## src/rtl/tap_pkg.sv

```systemverilog
// Shared TAP definitions: IEEE 1149.1 state codes, opcodes, IR capture pattern.
package tap_pkg;

    localparam logic [3:0] ST_TLR     = 4'hF;
    localparam logic [3:0] ST_RTI     = 4'hC;
    localparam logic [3:0] ST_SEL_DR  = 4'h7;
    localparam logic [3:0] ST_CAP_DR  = 4'h6;
    localparam logic [3:0] ST_SH_DR   = 4'h2;
    localparam logic [3:0] ST_EX1_DR  = 4'h1;
    localparam logic [3:0] ST_PAU_DR  = 4'h3;
    localparam logic [3:0] ST_EX2_DR  = 4'h0;
    localparam logic [3:0] ST_UPD_DR  = 4'h5;
    localparam logic [3:0] ST_SEL_IR  = 4'h4;
    localparam logic [3:0] ST_CAP_IR  = 4'hE;
    localparam logic [3:0] ST_SH_IR   = 4'hA;
    localparam logic [3:0] ST_EX1_IR  = 4'h9;
    localparam logic [3:0] ST_PAU_IR  = 4'hB;
    localparam logic [3:0] ST_EX2_IR  = 4'h8;
    localparam logic [3:0] ST_UPD_IR  = 4'hD;

    localparam logic [3:0] OP_BYPASS   = 4'hF;
    localparam logic [3:0] OP_IDCODE   = 4'h1;
    localparam logic [3:0] OP_USERDATA = 4'h8;

    localparam logic [3:0] CAP_PAT = 4'b0101;

endpackage

```

## src/rtl/tap_shift_reg.sv

```systemverilog
// Width-parameterised TAP shift register: sync clear, capture, right shift, hold.
module tap_shift_reg
    import tap_pkg::*;
#(
    parameter int             W       = 8,
    parameter logic [W-1:0]   RST_VAL = '0
) (
    input  logic         clk,
    input  logic         rst_n,
    input  logic         clr,
    input  logic         cap,
    input  logic         shift,
    input  logic         sin,
    input  logic [W-1:0] cap_val,
    output logic [W-1:0] q
);

    always_ff @(posedge clk or negedge rst_n) begin
        if (!rst_n) begin
            q <= RST_VAL;
        end else if (clr) begin
            q <= RST_VAL;
        end else if (cap) begin
            q <= cap_val;
        end else if (shift) begin
            q <= {sin, q[W-1:1]};
        end
    end

endmodule

```

## src/rtl/tap_ir_dr_stage.sv

```systemverilog
// TAP IR/DR register stage: IR, bypass, user DR, TDO mux.
// Define TAP_IDCODE_EN to add the 32-bit IDCODE register.
module tap_ir_dr_stage
    import tap_pkg::*;
#(
    parameter int          IR_W       = 4,
    parameter int          DR_W       = 8,
    parameter logic [31:0] IDCODE_VAL = 32'h1000_0A5B
) (
    input  logic            GCLK_Pad,
    input  logic            TRST_N_Pad,
    input  logic            state_obs0_Pad,
    input  logic            state_obs1_Pad,
    input  logic            state_obs2_Pad,
    input  logic            state_obs3_Pad,
    input  logic            TDI_Pad,
    output logic            TDO_Pad,
    output logic            TDO_EN_Pad,
    output logic [IR_W-1:0] ir_Pad,
    output logic [DR_W-1:0] user_dr_Pad,
    output logic            user_upd_Pad
);

    localparam logic [IR_W-1:0] IR_CAP = IR_W'(CAP_PAT);
`ifdef TAP_IDCODE_EN
    localparam logic [IR_W-1:0] IR_RST = IR_W'(OP_IDCODE);
`else
    localparam logic [IR_W-1:0] IR_RST = IR_W'(OP_BYPASS);
`endif

    logic [3:0]      s;
    logic            tlr;
    logic            cap_ir;
    logic            sh_ir;
    logic            upd_ir;
    logic            cap_dr;
    logic            sh_dr;
    logic            upd_dr;
    logic            sel_user;
    logic            sel_id;
    logic            bypass;
    logic            dr_other;
    logic [IR_W-1:0] ir_shift;
    logic [DR_W-1:0] user_shift;

    assign s      = {state_obs3_Pad, state_obs2_Pad,
                     state_obs1_Pad, state_obs0_Pad};
    assign tlr    = (s == ST_TLR);
    assign cap_ir = (s == ST_CAP_IR);
    assign sh_ir  = (s == ST_SH_IR);
    assign upd_ir = (s == ST_UPD_IR);
    assign cap_dr = (s == ST_CAP_DR);
    assign sh_dr  = (s == ST_SH_DR);
    assign upd_dr = (s == ST_UPD_DR);

    assign sel_user = (ir_Pad == IR_W'(OP_USERDATA));

    tap_shift_reg #(.W(IR_W), .RST_VAL(IR_CAP)) u_ir (
        .clk     (GCLK_Pad),
        .rst_n   (TRST_N_Pad),
        .clr     (tlr),
        .cap     (cap_ir),
        .shift   (sh_ir),
        .sin     (TDI_Pad),
        .cap_val (IR_CAP),
        .q       (ir_shift)
    );

    tap_shift_reg #(.W(DR_W), .RST_VAL('0)) u_user (
        .clk     (GCLK_Pad),
        .rst_n   (TRST_N_Pad),
        .clr     (tlr),
        .cap     (cap_dr),
        .shift   (sh_dr & sel_user),
        .sin     (TDI_Pad),
        .cap_val (user_dr_Pad),
        .q       (user_shift)
    );

`ifdef TAP_IDCODE_EN
    logic [31:0] id_shift;

    assign sel_id = (ir_Pad == IR_W'(OP_IDCODE));

    tap_shift_reg #(.W(32), .RST_VAL(IDCODE_VAL)) u_id (
        .clk     (GCLK_Pad),
        .rst_n   (TRST_N_Pad),
        .clr     (tlr),
        .cap     (cap_dr),
        .shift   (sh_dr & sel_id),
        .sin     (TDI_Pad),
        .cap_val (IDCODE_VAL),
        .q       (id_shift)
    );

    assign dr_other = sel_id ? id_shift[0] : bypass;
`else
    logic id_unused;

    assign sel_id    = 1'b0;
    assign id_unused = ^{IDCODE_VAL, sel_id};
    assign dr_other  = bypass;
`endif

    always_ff @(posedge GCLK_Pad or negedge TRST_N_Pad) begin
        if (!TRST_N_Pad) begin
            ir_Pad       <= IR_RST;
            bypass       <= 1'b0;
            user_dr_Pad  <= '0;
            user_upd_Pad <= 1'b0;
        end else if (tlr) begin
            ir_Pad       <= IR_RST;
            bypass       <= 1'b0;
            user_dr_Pad  <= '0;
            user_upd_Pad <= 1'b0;
        end else begin
            user_upd_Pad <= upd_dr & sel_user;
            if (upd_ir) begin
                ir_Pad <= ir_shift;
            end
            if (cap_dr) begin
                bypass <= 1'b0;
            end else if (sh_dr) begin
                bypass <= TDI_Pad;
            end
            if (upd_dr && sel_user) begin
                user_dr_Pad <= user_shift;
            end
        end
    end

    // Unselected or illegal instructions fall through to bypass.
    always_comb begin
        TDO_Pad = 1'b0;
        if (sh_ir) begin
            TDO_Pad = ir_shift[0];
        end else if (sh_dr) begin
            TDO_Pad = sel_user ? user_shift[0] : dr_other;
        end
    end

    assign TDO_EN_Pad = sh_ir | sh_dr;

endmodule
```

## config.mk

```make
export PLATFORM = sky130hd
export DESIGN_NAME = tap_ir_dr_stage
export DESIGN_NICKNAME = d
export VERILOG_FILES = /design/src/rtl/tap_pkg.sv /design/src/rtl/tap_shift_reg.sv /design/src/rtl/tap_ir_dr_stage.sv
export SDC_FILE = /design/constraint.sdc
export NUM_CORES = 1
export LEC_CHECK = 0
export CORE_MARGIN = 2
export CORE_UTILIZATION = 45
export DETAILED_ROUTE_END_ITERATION = 6
export DONT_BUFFER_PORTS = 1
export PLACE_DENSITY = 0.57
export SYNTH_ARGS = -nofsm -noshare
export SYNTH_HDL_FRONTEND = slang
export SYNTH_SLANG_ARGS = --single-unit
```

## constraint.sdc

```tcl
create_clock -name GCLK_Pad -period 3.2 [get_ports GCLK_Pad]
set_clock_uncertainty 0.1 [all_clocks]
set_input_delay 0.64 -clock GCLK_Pad [delete_from_list [all_inputs] [get_ports GCLK_Pad]]
set_output_delay 0.64 -clock GCLK_Pad [all_outputs]
set_load 0.03 [all_outputs]
```

; Yosys cells after proc, flatten, opt, wreduce, memory -nomap -nowiden
; Cells that the tools add are included.
[totals]
inputBits = 7
out_inout_bits = 15
wordCells = 40
ff_bits = 26
[classes]
n_bitwise = 3
mux = 17
reduce_logical = 6
n_eq_ne = 8
[op_table]
columns = cell, n
row1 = 2-to-1 mux 8 bit, 5
row2 = "== test 4 bit, second input constant", 5
row3 = 2-to-1 mux 4 bit, 5
row4 = nonzero test 3 bit, 3
row5 = "== test 4 x 3 -> 1 bit, second input constant", 2
row6 = 2-to-1 mux 1 bit, 7
row7 = "== test 4 x 2 -> 1 bit, second input constant", 1
row8 = nonzero test 2 bit, 2
row9 = AND 1 bit, 2
row10 = logical AND 1 bit, 1
row11 = OR 1 bit, 1

; Longest topological paths before layout
; Gate-level depths: netlist of the first run.
[depth]
depth_word = 5
mapped_depth = 5
ltp_nobuf = 3

; Hierarchy
; A second synthesis of the first run with hierarchy kept.
[unflattened]
cells_unflattened = 132
area_unflattened_um2 = 1328.8
[by_module_without_submodules]
columns = mod, area_per_inst_um2, instances, cells_each, seq_area_each_um2
row1 = tap_ir_dr_stage, 711.9, 1, 78, 355.3
row2 = tap_shift_reg at u_user, 409.1, 1, 35, 200.2
row3 = tap_shift_reg at u_ir, 207.7, 1, 19, 102.6

; Worst setup path after synthesis of the first run
; No wires, ideal clock.
[synth_path]
path_kind = input to output
start = input port state_obs0_Pad
end = output port TDO_Pad
path_slack_ns = 0.238
stages = 4
required_ns = 2.460
arrival_time_ns = 2.222
n_path_buf = 2
path_cell_list = buf_2 -> clkbuf_1 -> nor3b_1 -> o211a_1
[synth_between]
elab_chain_len = 3
elab_cells_between_ends = 4
classes_between = eq/ne (2) / mux (2)
[synth_rtl]
columns = item, line_no
row1 = from (decl), tap_ir_dr_stage.sv:12  ; input logic state_obs0_Pad,
row2 = == test 4 x 2 -> 1 bit, tap_ir_dr_stage.sv:53  ; assign sh_dr = (s == ST_SH_DR);
row3 = 2-to-1 mux 1 bit, tap_ir_dr_stage.sv:137  ; end else if (sh_dr) begin
row4 = 2-to-1 mux 1 bit (*), tap_ir_dr_stage.sv:135  ; if (sh_ir) begin
row5 = to (decl), tap_ir_dr_stage.sv:17  ; output logic TDO_Pad,
; Every way passes the cells marked *; elsewhere a longest branch is shown, timed or not.

; Final worst setup path of the first run
[layout_path]
start = register ir_Pad[3]
end = output port TDO_Pad
[layout_between]
elab_chain_len = 4
[layout_rtl]
columns = item, line_no
row1 = from (decl), tap_ir_dr_stage.sv:19  ; output logic [IR_W-1:0] ir_Pad,
row2 = from (signal assigned), tap_ir_dr_stage.sv:119  ; ir_Pad <= ir_shift;
row3 = == test 4 bit, tap_ir_dr_stage.sv:56  ; assign sel_user = (ir_Pad == IR_W'(OP_USERDATA));
row4 = 2-to-1 mux 1 bit, tap_ir_dr_stage.sv:138  ; TDO_Pad = sel_user ? user_shift[0] : dr_other;
row5 = 2-to-1 mux 1 bit, tap_ir_dr_stage.sv:137
row6 = 2-to-1 mux 1 bit, tap_ir_dr_stage.sv:135
; Every way passes these cells.

==> results.sh, run 1 <==
export IMPL_grt_overflow=0
export IMPL_gr_usage_met3=0.04264
export IMPL_synth_top_cell_area_share=0.3466
export IMPL_slew_viol_final=0
export IMPL_worst_slack_ns=0.5010
export IMPL_crit_reg2reg_capture="user_dr_Pad[7]"
export IMPL_gp_congestion=0.8228
export IMPL_dp_hpwl_um=2086
export IMPL_drtIter0Drc=66
export IMPL_synth_enable_flop_cells=0
export IMPL_grtUsageMet1=0.2892
export IMPL_switching_share=0.3263
export IMPL_synth_area_leaders="dfrtp_1, dfstp_2, mux2i_1, a221oi_1, nand3b_1"
export IMPL_n_antenna_cell=0
export IMPL_top_usage_layer="met1"
export IMPL_grt_first_pass_wirelength_um=5209
export IMPL_post_cts_buffers=0
export IMPL_whs_ns=0.04293
export IMPL_worstPathArrival_ns=1.96
export IMPL_dp_slack_ns=0.8476
export IMPL_drt_vias_per_instance=5.848
export IMPL_cap_violations=0
export IMPL_io_buffers=0
export IMPL_regArea_um2=658.1
export IMPL_grt_use_met2=0.2719
export IMPL_share_seq_of_total_power=0.568
export IMPL_synth_area_mm2=0.001444
export IMPL_numCtsBuffers=3
export IMPL_antenna_found_initial=0
export IMPL_area_growth_pct=4.766
export IMPL_rsz0062_at_grt="false"
export IMPL_post_route_period_util=0.8434
export IMPL_synth_ff_type="dfrtp_1"
export IMPL_seq_area_frac_synth=0.4558
export IMPL_cts_num_sinks=26
export IMPL_vias=1076
export IMPL_synth_seq_cells=26
export IMPL_drive_gt1_frac=0.1143
export IMPL_cts_max_path_buffers=2
export IMPL_nets=148
export IMPL_cellPowerDensity_mw_per_mm2=613.5
export IMPL_hold_viol_final=0
export IMPL_drc_errors=0
export IMPL_root_buffer="clkbuf_4"
export IMPL_syn_num_nets=153
export IMPL_r2r_cells=4
export IMPL_vdd_drop_max_mv=0.3242
export IMPL_worstPathRequired_ns=2.46
export IMPL_fmax_mhz=370.5
export IMPL_rows=20
export IMPL_ant_nets=0
export IMPL_end_kind="output pin"
export IMPL_rrSetupSlack_ns=0.90
export IMPL_yosysMostFrequentCell="dfrtp_1"
export IMPL_power_frac_comb=0.186
export IMPL_dieArea_mm2=0.003678
export IMPL_htree_levels=1
export IMPL_ys_warn_count=0
export IMPL_power_switching_w=0.0003028
export IMPL_clkLatencyLatePin_ns=0.33
export IMPL_max_slew_margin=0.3688
export IMPL_crit_fanout=3
export IMPL_die_x_um=60.65
export IMPL_final_util=0.4955
export IMPL_status="completed"
export IMPL_synth_cell_types=35
export IMPL_r2r_start="ir_Pad[3]"
export IMPL_synthTopCellsByCount="dfrtp_1, nand2_1, mux2i_1, nand3b_1"
export IMPL_synth_cells=146
export IMPL_wl_per_cell_um=17.10
export IMPL_worst_pin_slew_ns=0.9436
export IMPL_drt_wl_total_um=3147
export IMPL_async_flop_share=1.000
export IMPL_first_global_vias=1107
export IMPL_cellLeakagePower_nw=0.6775
export IMPL_path_clk_slew_ns=0.14
export IMPL_min_period_ns=2.699
export IMPL_core_mm2=0.003053
export IMPL_initial_utilization=0.4730
export IMPL_path_class="reg -> out"
export IMPL_dr_pass1_iters=4
export IMPL_ioPinCount=22
export IMPL_grt_max_degree=26
export IMPL_multi_input_area_um2=691.9
export IMPL_hold_class="in -> async"
export IMPL_grt_usage=0.1903
export IMPL_setup_viol=0
export IMPL_cts_tree="yes"
export IMPL_avgSynthCellArea_um2=9.890
export IMPL_nFillCells=312
export IMPL_cp_start_kind="flip-flop"
export IMPL_synth_largest_area_cell="dfrtp_1"
export IMPL_die_h_um=60.65
export IMPL_internal_power_w=0.0006252
export IMPL_setup_tns_ns=0
export IMPL_p_clk_frac=0.246
cells by family (layout without fill, tap and decap cells):
family	after synthesis	count (layout)	share of synthesized area
AND/OR/NAND/NOR	49	49	0.2106
XOR/XNOR	1	1	0.006067
flip-flops	26	26	0.4558
buffers and inverters	21	15	0.06499
multiplexers	10	10	0.07019
AO/OA/AOI/OAI	39	39	0.1924
per-layer routing:
metal | vias up | wire (um)
met1 | 524 | 1544
met4 | 0 | 15
met3 | 2 | 194
met5 | - | 0
li1 | 521 | -
met2 | 29 | 1393
area by class of cell:
class	count	area share
flip-flops and latches	26	0.4351
repair buffers	3	0.01654
multi-input cells	99	0.4574
well taps	44	0.03639
clock inverters	1	0.01985
inverters	8	0.01985
clock buffers	3	0.01489
worst max path at each step:
stage / startpoint / slack (ns) / to / cells past startpoint
after floorplan: state_obs0_Pad / 0.24 / TDO_Pad / 4
after global placement: ir_Pad[3] / 0.86 / TDO_Pad / 3
after detailed placement: ir_Pad[3] / 0.85 / TDO_Pad / 3
after CTS: ir_Pad[3] / 0.47 / TDO_Pad / 3
after global routing: ir_Pad[3] / 0.41 / TDO_Pad / 3
final: ir_Pad[3] / 0.50 / TDO_Pad / 3
timing repair:
item,4_1_cts,5_1_grt
hold buffers,1,0
resized for setup,0,0
endpoints found under the hold margin,20,0
sequential cells by signal, indices dropped and copies added (netlist names):
| signal | cells |
|---|---|
| bypass | 1 |
| user_upd_Pad | 1 |
| user_dr_Pad | 8 |
| ir_Pad | 4 |
| u_ir.q | 4 |
| u_user.q | 8 |
stage by stage:
step / total power [W] / cell area [um^2] / std cells
finish: 0.0009280 / 1513 / 184
global route: 0.0009877 / 1513 / 184
CTS: 0.0009377 / 1513 / 184
detailed placement: 0.0007026 / 1450 / 179
global placement: 0.0006951 / 1450 / 179
floorplan: 0.0006638 / 1444 / 146
power groups by stage:
stage          clock network (W)  logic (W)  registers, W
2_1_floorplan                  0   0.000153      0.000511
3_3_place_gp                   0   0.000165      0.000530
3_5_place_dp                   0   0.000168      0.000535
4_1_cts                 0.000235   0.000176      0.000527
5_1_grt                 0.000249   0.000201      0.000538
6_report                0.000228   0.000173      0.000527
cell usage in the layout (no fill, tap or decap):
| cell | n |
|---|---|
| nor4b_1 | 1 |
| buf_4 | 2 |
| a22oi_1 | 2 |
| nand2b_1 | 1 |
| nand2_1 | 17 |
| a22o_2 | 1 |
| dfrtp_1 | 20 |
| nand3b_1 | 9 |
| and3b_1 | 1 |
| inv_1 | 8 |
| a221oi_1 | 8 |
| a21oi_1 | 3 |
| o211a_1 | 1 |
| a41oi_1 | 1 |
| nand3_1 | 1 |
| nor2b_1 | 6 |
| or4b_1 | 1 |
| o22a_1 | 2 |
| o21ai_0 | 5 |
| xnor2_1 | 1 |
| mux2_2 | 1 |
| o21ai_1 | 2 |
| nor2_1 | 6 |
| o31ai_1 | 7 |
| clkbuf_4 | 3 |
| nor4b_4 | 2 |
| dfstp_2 | 6 |
| bufinv_16 | 1 |
| mux2i_1 | 9 |
| nor3b_1 | 1 |
| and2_1 | 2 |
| a31oi_1 | 7 |
| dlygate4sd3_1 | 1 |
| nand4_1 | 1 |
worst max-delay path: stages, from the launching register on:
cell,delay [ns]
dfstp_2,0.66
nor4b_4,0.29
mux2_2,0.37
o211a_1,0.32
Power figures use the tool's default switching activity.
==> run 2: changes to the inputs <==
--- a/config.mk
+++ b/config.mk
@@ -9,7 +9,7 @@
 export CORE_UTILIZATION = 45
 export DETAILED_ROUTE_END_ITERATION = 6
 export DONT_BUFFER_PORTS = 1
-export PLACE_DENSITY = 0.57
+export PLACE_DENSITY = 0.59
 export SYNTH_ARGS = -nofsm -noshare
 export SYNTH_HDL_FRONTEND = slang
 export SYNTH_SLANG_ARGS = --single-unit
==> constraint.sdc (replaced) <==
create_clock -name GCLK_Pad -period 2.26 [get_ports GCLK_Pad]
set_clock_uncertainty 0.1 [all_clocks]
set_input_delay 0.452 -clock GCLK_Pad [delete_from_list [all_inputs] [get_ports GCLK_Pad]]
set_output_delay 0.452 -clock GCLK_Pad [all_outputs]
set_load 0.03 [all_outputs]
==> results.sh, run 2 (same netlist as run 1, synthesis figures left out) <==
export IMPL_numCtsBuffers=3
export IMPL_final_util=0.5086
export IMPL_layout_commonest_cell="dfrtp_1"
export IMPL_hold_class="in -> reg"
export IMPL_nets=153
export IMPL_clkLatencyLatePin_ns=0.32
export IMPL_power_frac_comb=0.227
export IMPL_drive_gt1_frac=0.1517
export IMPL_crit_reg2reg_capture="user_dr_Pad[0]"
export IMPL_status="complete, but fails checks"
export IMPL_die_x_um=60.65
export IMPL_cap_violations=0
export IMPL_cp_start_kind="flip-flop"
export IMPL_r2r_cells=5
export IMPL_path_class="reg -> out"
export IMPL_area_growth_pct=7.539
export IMPL_wl_per_cell_um=16.88
export IMPL_cellLeakagePower_nw=0.6890
export IMPL_root_buffer="clkbuf_4"
export IMPL_startpoint="ir_Pad[1]"
export IMPL_switching_share=0.3512
export IMPL_vdd_drop_max_mv=0.3093
export IMPL_grt_overflow=0
export IMPL_rsz0062_at_grt="true"
export IMPL_crit_end="TDO_Pad"
export IMPL_whs_ns=0.09781
export IMPL_n_antenna_cell=0
export IMPL_antenna_found_initial=0
export IMPL_ioPinCount=22
export IMPL_mostFrequentLayoutCells="dfrtp_1, nand2_1, mux2i_1, nand3b_1"
export IMPL_die_h_um=60.65
export IMPL_dp_slack_ns=0.2565
export IMPL_post_cts_buffers=0
export IMPL_drc_errors=0
export IMPL_core_mm2=0.003053
export IMPL_worst_pin_slew_ns=0.5583
export IMPL_io_buffers=0
export IMPL_cts_tree="yes"
export IMPL_power_switching_w=0.0004271
export IMPL_grt_max_degree=27
export IMPL_drt_vias_per_instance=5.979
export IMPL_violations="setup timing"
export IMPL_p_clk_frac=0.169
export IMPL_first_global_vias=1098
export IMPL_drtIter0Drc=46
export IMPL_initial_utilization=0.4730
export IMPL_cts_max_path_buffers=2
export IMPL_cts_num_sinks=26
export IMPL_htree_levels=1
export IMPL_rows=20
export IMPL_grt_usage=0.1962
export IMPL_min_period_ns=2.292
export IMPL_share_seq_of_total_power=0.605
export IMPL_hold_viol_final=0
export IMPL_dieArea_mm2=0.003678
export IMPL_internal_power_w=0.0007891
export IMPL_path_clk_slew_ns=0.13
export IMPL_reg_top3="u_user.q: 8 flops, user_dr_Pad: 8 flops"
export IMPL_grt_first_pass_wirelength_um=5375
export IMPL_worstPathArrival_ns=1.74
export IMPL_rrSetupSlack_ns=0.23
export IMPL_fmax_mhz=436.3
export IMPL_nFillCells=313
export IMPL_crit_fanout=3
export IMPL_dp_hpwl_um=2134
export IMPL_dr_pass1_iters=4
export IMPL_ant_nets=0
export IMPL_post_route_period_util=1.014
export IMPL_worst_slack_ns=-0.03189
export IMPL_gp_congestion=0.7519
export IMPL_vias=1130
export IMPL_drt_wl_total_um=3191
export IMPL_cellPowerDensity_mw_per_mm2=783.3
export IMPL_end_kind="output pin"
export IMPL_max_slew_margin=0.6270
export IMPL_slew_viol_final=0
export IMPL_worstPathRequired_ns=1.71
export IMPL_setup_viol=1
export IMPL_r2r_start="ir_Pad[1]"
run 2: cell types whose count changed in the layout (fill, tap and decap cells not counted), sizes merged:
cell    previous run  this run
clkbuf             3         4
bufinv             1         0
buf                2         7
run 2: metal layers:
| metal | track usage | vias to the layer above | share of wire |
|---|---|---|---|
| met3 | 0.04478 | 2 | 0.063 |
| met4 | 0.07143 | 0 | 0.0056 |
| met1 | 0.2949 | 569 | 0.48 |
| met2 | 0.2750 | 31 | 0.45 |
| met5 | 0 | - | 0 |
| li1 | - | 528 | - |
run 2: cell type report:
| class | count | area (um^2) | area share |
|---|---|---|---|
| Tap cell | 44 | 55.05 | 0.03546 |
| Timing Repair Buffer | 8 | 75.07 | 0.04835 |
| Inverter | 8 | 30.03 | 0.01934 |
| Multi-Input combinational cell | 99 | 708.2 | 0.4561 |
| Sequential cell | 26 | 658.1 | 0.4239 |
| Clock buffer | 4 | 26.28 | 0.01692 |
run 2: how the worst min path moves through the flow:
stage,from,endpoint,slack [ns],depth (start not counted)
global placement,TRST_N_Pad,user_dr_Pad[3],0.06,0
global route,state_obs1_Pad,user_upd_Pad,0.06,1
floorplan,TRST_N_Pad,bypass,0.06,0
finish,state_obs1_Pad,user_upd_Pad,0.1,1
CTS,state_obs1_Pad,user_upd_Pad,0.08,1
detailed placement,TRST_N_Pad,user_dr_Pad[3],0.06,0
run 2: through the flow:
| step | TNS [ns] | instance area (um^2) | power [W] | std cells |
|---|---|---|---|---|
| after CTS | -0.05577 | 1553 | 0.001231 | 189 |
| after global routing | -0.1127 | 1553 | 0.001311 | 189 |
| final | -0.03189 | 1553 | 0.001216 | 189 |
| after floorplan | 0 | 1449 | 0.0009405 | 146 |
| after global placement | 0 | 1485 | 0.0009891 | 183 |
| after detailed placement | 0 | 1485 | 0.001000 | 183 |
run 2: timing repair:
action                                  CTS  global route
hold endpoints to repair                 26             0
endpoints found under the setup margin    1             1
resized for setup                         3             0
pin swaps                                 1             1
hold buffers                              2             0
run 2: worst max-delay path: stages, from the launching register on:
cell     delay (ns)
dfstp_2        0.46
nor4b_4        0.36
mux2_4         0.34
o211a_4        0.27
run 2: power groups by stage:
stage / clock (W) / combinational, W / sequential (W)
2_1_floorplan: 0 / 0.000217 / 0.000724
3_3_place_gp: 0 / 0.000251 / 0.000738
3_5_place_dp: 0 / 0.000256 / 0.000744
4_1_cts: 0.000217 / 0.000279 / 0.000735
5_1_grt: 0.000242 / 0.000314 / 0.000755
6_report: 0.000205 / 0.000276 / 0.000736
